<file path="src/rtl/burst_reg_slave.sv">
// burst_reg_slave
// Register-file slave with a valid/ready command phase. It serves single and
// burst reads and writes over NREGS registers. Bursts use either incrementing
// or aligned-wrapping addressing. Illegal commands are rejected with an err
// pulse.

module burst_reg_slave #(
  parameter int DW = 8,
  parameter int AW = 3,
  parameter int LW = 4
) (
  input  logic          clk,
  input  logic          resetn,
  input  logic          valid,
  output logic          ready,
  input  logic [AW-1:0] address,
  input  logic          wr,
  input  logic          rd,
  input  logic [LW-1:0] length,
  input  logic          wrap,
  input  logic [DW-1:0] wdata,
  input  logic          wvalid,
  output logic [DW-1:0] rdata,
  output logic          rvalid,
  output logic          busy,
  output logic          err
);

  localparam int NREGS = 1 << AW;

  localparam logic [0:0] IDLE  = 1'b0;
  localparam logic [0:0] BURST = 1'b1;

  logic [0:0]    state;
  logic [DW-1:0] regs [NREGS];
  logic [AW-1:0] addr_q;
  logic [AW-1:0] mask_q;
  logic [LW-1:0] rem_q;
  logic          dir_wr_q;
  logic          wrap_q;

  logic          len_pow2;
  logic          cmd_legal;
  logic          accept;
  logic          beat;
  logic [AW-1:0] addr_inc;
  logic [AW-1:0] addr_next;

  // Decode command legality, the accept/beat strobes and the next beat address
  always_comb begin
    len_pow2  = (length & (length - 1'b1)) == '0;
    cmd_legal = (wr ^ rd) && (length != '0) &&
                (!wrap || (len_pow2 && (int'(length) <= NREGS)));
    accept    = (state == IDLE) && valid && cmd_legal;
    beat      = (state == BURST) && (!dir_wr_q || wvalid);
    addr_inc  = addr_q + 1'b1;
    addr_next = addr_inc;
    if (wrap_q) begin
      addr_next = (addr_q & ~mask_q) | (addr_inc & mask_q);
    end
  end

  assign ready = (state == IDLE);
  assign busy  = (state == BURST);

  // Command FSM: latch the burst on accept and step it one beat at a time
  always_ff @(posedge clk or negedge resetn) begin
    if (!resetn) begin
      state    <= IDLE;
      addr_q   <= '0;
      mask_q   <= '0;
      rem_q    <= '0;
      dir_wr_q <= 1'b0;
      wrap_q   <= 1'b0;
    end else if (accept) begin
      state    <= BURST;
      addr_q   <= address;
      mask_q   <= AW'(length - 1'b1);
      rem_q    <= length;
      dir_wr_q <= wr;
      wrap_q   <= wrap;
    end else if (beat) begin
      addr_q <= addr_next;
      rem_q  <= rem_q - 1'b1;
      if (rem_q == LW'(1)) begin
        state <= IDLE;
      end
    end
  end

  // Register file: cleared on reset, written on completed write beats
  always_ff @(posedge clk or negedge resetn) begin
    if (!resetn) begin
      for (int i = 0; i < NREGS; i++) begin
        regs[i] <= '0;
      end
    end else if (beat && dir_wr_q) begin
      regs[addr_q] <= wdata;
    end
  end

  // Read data path: rvalid pulses per read beat, rdata holds between beats
  always_ff @(posedge clk or negedge resetn) begin
    if (!resetn) begin
      rdata  <= '0;
      rvalid <= 1'b0;
    end else begin
      rvalid <= 1'b0;
      if (beat && !dir_wr_q) begin
        rdata  <= regs[addr_q];
        rvalid <= 1'b1;
      end
    end
  end

  // Reject pulse for an illegal command offered while idle
  always_ff @(posedge clk or negedge resetn) begin
    if (!resetn) begin
      err <= 1'b0;
    end else begin
      err <= (state == IDLE) && valid && !cmd_legal;
    end
  end

endmodule

</file>
<file path="config.mk">
export PLATFORM = sky130hd
export DESIGN_NAME = burst_reg_slave
export DESIGN_NICKNAME = d
export VERILOG_FILES = /design/src/rtl/burst_reg_slave.sv
export SDC_FILE = /design/constraint.sdc
export NUM_CORES = 1
export LEC_CHECK = 0
export BUFFER_PORTS_ARGS = -buffer_cell sky130_fd_sc_hd__buf_4
export CORE_MARGIN = 2
export CORE_UTILIZATION = 41
export CTS_BUF_LIST = sky130_fd_sc_hd__clkbuf_2
export DETAILED_ROUTE_END_ITERATION = 12
export HOLD_SLACK_MARGIN = 0.02
export RECOVER_POWER = 50
export SETUP_SLACK_MARGIN = 0.3
export SYNTH_ARGS = -nofsm -noshare
export SYNTH_HDL_FRONTEND = slang
export SYNTH_SLANG_ARGS = --single-unit
</file>
<file path="constraint.sdc">
create_clock -name clk -period 4.99 [get_ports clk]
set_clock_uncertainty 0.1 [all_clocks]
set_input_delay 0.7485 -clock clk [delete_from_list [all_inputs] [get_ports clk]]
set_output_delay 0.7485 -clock clk [all_outputs]
set_load 0.05 [all_outputs]
</file>
==> key figures <==
Floorplan
  • Row cnt: 36
  • CORE AREA: 9680 um^2
  • I/O Pins: 34
  • Die Height: 104 um
  • Initial core utilization: 0.419
  • Die Wd: 104 um
  • Die area: 10,700 um^2

Detailed routing
  • Number of DRC markers in iteration 0: 77
  • Drt pass-1 iters: 4
  • Post-detailed-route wirelength per cell: 17.3 um
  • Via count: 2,315
  • Final WL: 7790 um
  • # DRC: 0
  • Vias per cell: 5.16
  • DRT antenna net count: 0

Final layout
  • P&R area growth vs syn: 11.4%
  • FILL cells: 888
  • Ant diodes: 0
  • Nets: 339
  • Layout cells sized above 1: 0.453

Yosys
  • Mux contribution to synthesized area: 0.320
  • Largest family of logic cells by synthesized area: multiplexers
  • Most instantiated cells after synthesis: dfrtp_1 (87), mux2_2 (60), mux4_2 (16)
  • Synth Area in XOR/XNOR: 0.00863
  • Dominant cell type by area after synthesis: dfrtp_1
  • Dominant cell by count in the synthesized netlist: dfrtp_1
  • Post-synthesis cell count: 274
  • Yosys reg bits: 87
  • Number of flops mapped to enable cells by yosys: 0
  • Synth Area in Simple Gates: 0.0598
  • Synth area leaders: dfrtp_1 (54%), mux2_2 (17%), mux4_2 (8.9%)
  • Top FF cell, synth: dfrtp_1
  • Post-synthesis adder-cell area fraction: 0.0185
  • Synth Warn #: 0
  • Compound-Gate Fraction of Synth Area: 0.0333
  • Async SR Flop Fraction: 1.00
  • Yosys cell types: 35
  • Syn Area/Cell: 14.8 um^2
  • Mapped Nets: 302
  • Top-area cell type share of the netlist area: 0.536
  • Cell Area, Synth: 4060 um^2
  • Register area share after synthesis: 0.536

Timing
  • Final setup violation count: 0
  • Fin. max-slew vios: 35
  • Final min period: 2.81 ns
  • Slew headroom: -0.183
  • Hold Fails Final Rpt: 0
  • Peak Freq: 0.356 GHz
  • RSZ-0062 raised after global routing: no
  • TNS Setup: 0 ns
  • Fin crit share: 0.563
  • Least-Margin Pin Slew: 1.77 ns

Worst setup path
  • Crit path DAT: 3.34 ns
  • Worst Setup Path Type: in -> async
  • Critical path capture point type: asynchronous set/reset pin
  • Critical Path Start Type: input pin
  • Worst setup path startpoint: resetn
  • WP data required: 5.52 ns
  • Worst Path Max Fanout: 54

Global routing
  • Congestion Overflow GR: 0
  • Pin count of the biggest net entering global routing: 55
  • GRT Total Usage: 0.157
  • First-pass GRT wire length: 13,000 um
  • Number of global-route vias before repair: 2,364
  • Initial antenna violation count: 0

Min path
  • Min-delay worst type: in -> reg
  • Hold Crit Start: address[2]

Status
  • Failing checks: capacitance limit, slew limit
  • Status: finished with violations

Pwr
  • VDD IR max: 0.244 mV
  • PD cells: 567 nW/um^2
  • Pwr Total: 2.57 mW
  • Static Leak: 2.08 nW

Clock network
  • Clock Sinks: 87
  • Root Buffer: clkbuf_2
  • Skew-Pair Late Insertion Delay: 0.55 ns
  • H-tree depth: 3
  • CTS Hold Bufs: 1
  • CTS buffer count: 9
  • Clk slew on worst S/H paths: 0.24 ns
  • CTS tree: done
  • Post_cts resized: 0
  • Deepest clock path buffer count: 2
  • Post-CTS Setup Bufs: 0

Flow run
  • Max Cap Viol: 1

Placement
  • HPWL Detailed: 5080 um
  • # port buffers: 33
  • GP Congestion: 0.753
==> power by group <==
part           total (mW)  internal, mW  switching (mW)
Clock               0.330        0.0720           0.258
Combinational        1.03         0.566           0.464
Sequential           1.21         0.986           0.223
==> per-layer routing <==
metal / GRT usage / wire [um] / vias up / part of all wire
met3: 0.0327 / 212 / 13 / 0.027
met4: 0.0647 / 133 / 0 / 0.017
met1: 0.234 / 4010 / 1179 / 0.51
met2: 0.224 / 3440 / 37 / 0.44
li1: - / - / 1086 / -
met5: 0 / 0 / - / 0
==> flip-flops by register name, summed over array words and instances, names as in the netlist, named ones only <==
register,cells
rdata,8
mask_q,3
dir_wr_q,1
wrap_q,1
addr_q,1
err,1
rem_q,4
rvalid,1
busy,1
regs,64
==> through the flow <==
stage	worst slack (ns)	utilization	instance area [um^2]	instances	hold slack, ns
finish	2.18	0.467	4530	449	0.342
global route	1.72	0.467	4530	449	0.270
CTS	2.58	0.468	4540	449	0.301
detailed placement	2.35	0.457	4430	432	0.372
global placement	2.39	0.457	4430	432	0.363
floorplan	2.59	-	4060	274	0.353
==> kinds of logic after synthesis <==
group,count (synthesis)
multiplexers,97
flip-flops,87
AND/OR/NAND/NOR,40
AO/OA/AOI/OAI,22
buffers and inverters,18
adder cells (fa/ha/maj),6
XOR/XNOR,4
==> layout by cell type (no fill, tap or decap), types with 2 or more instances in the layout <==
cell | netlist | routed
mux2_4 | 11 | 11
a21oi_1 | 4 | 4
buf_4 | 2 | 33
o211ai_1 | 3 | 3
mux4_2 | 16 | 16
or3_1 | 3 | 3
inv_1 | 8 | 8
nor2_1 | 2 | 2
mux2i_1 | 10 | 10
clkbuf_1 | 1 | 2
nor2_2 | 6 | 6
inv_6 | 0 | 2
clkinvlp_4 | 0 | 2
nand3_1 | 6 | 6
ha_1 | 6 | 6
xnor2_1 | 3 | 3
clkbuf_2 | 0 | 9
o21ai_0 | 11 | 11
dfrtp_1 | 87 | 87
nand2_1 | 11 | 11
nand2b_1 | 4 | 4
mux2_2 | 60 | 60
==> layout make-up <==
class,count,area [um^2],share of cell area
clock buffers,9,45.0,0.00995
clock inverters,7,56.3,0.0124
inverters,8,30.0,0.00664
multi-input cells,169,1790,0.395
flip-flops and latches,87,2180,0.481
well taps,133,166,0.0368
repair buffers,36,265,0.0586
==> worst max-delay path, cell delays in order <==
cell and delay, ns:
dlygate4sd3_1 0.52, clkbuf_1 1.27, buf_4 0.75
==> path summary, 6_finish.rpt <==
| path | end | slack (ns) | cells after the start |
|---|---|---|---|
| min reg2reg | rdata[0] | 0.41 | 2 |
| max reg2reg | regs[1] | 2.56 | 3 |
| max | regs[39] | 2.18 | 3 |
| min | register | 0.34 | 2 |
| min in group asynchronous | rdata[5] | 1.06 | 2 |
| max in group clk | register | 2.42 | 9 |
Power figures use the tool's default switching activity.
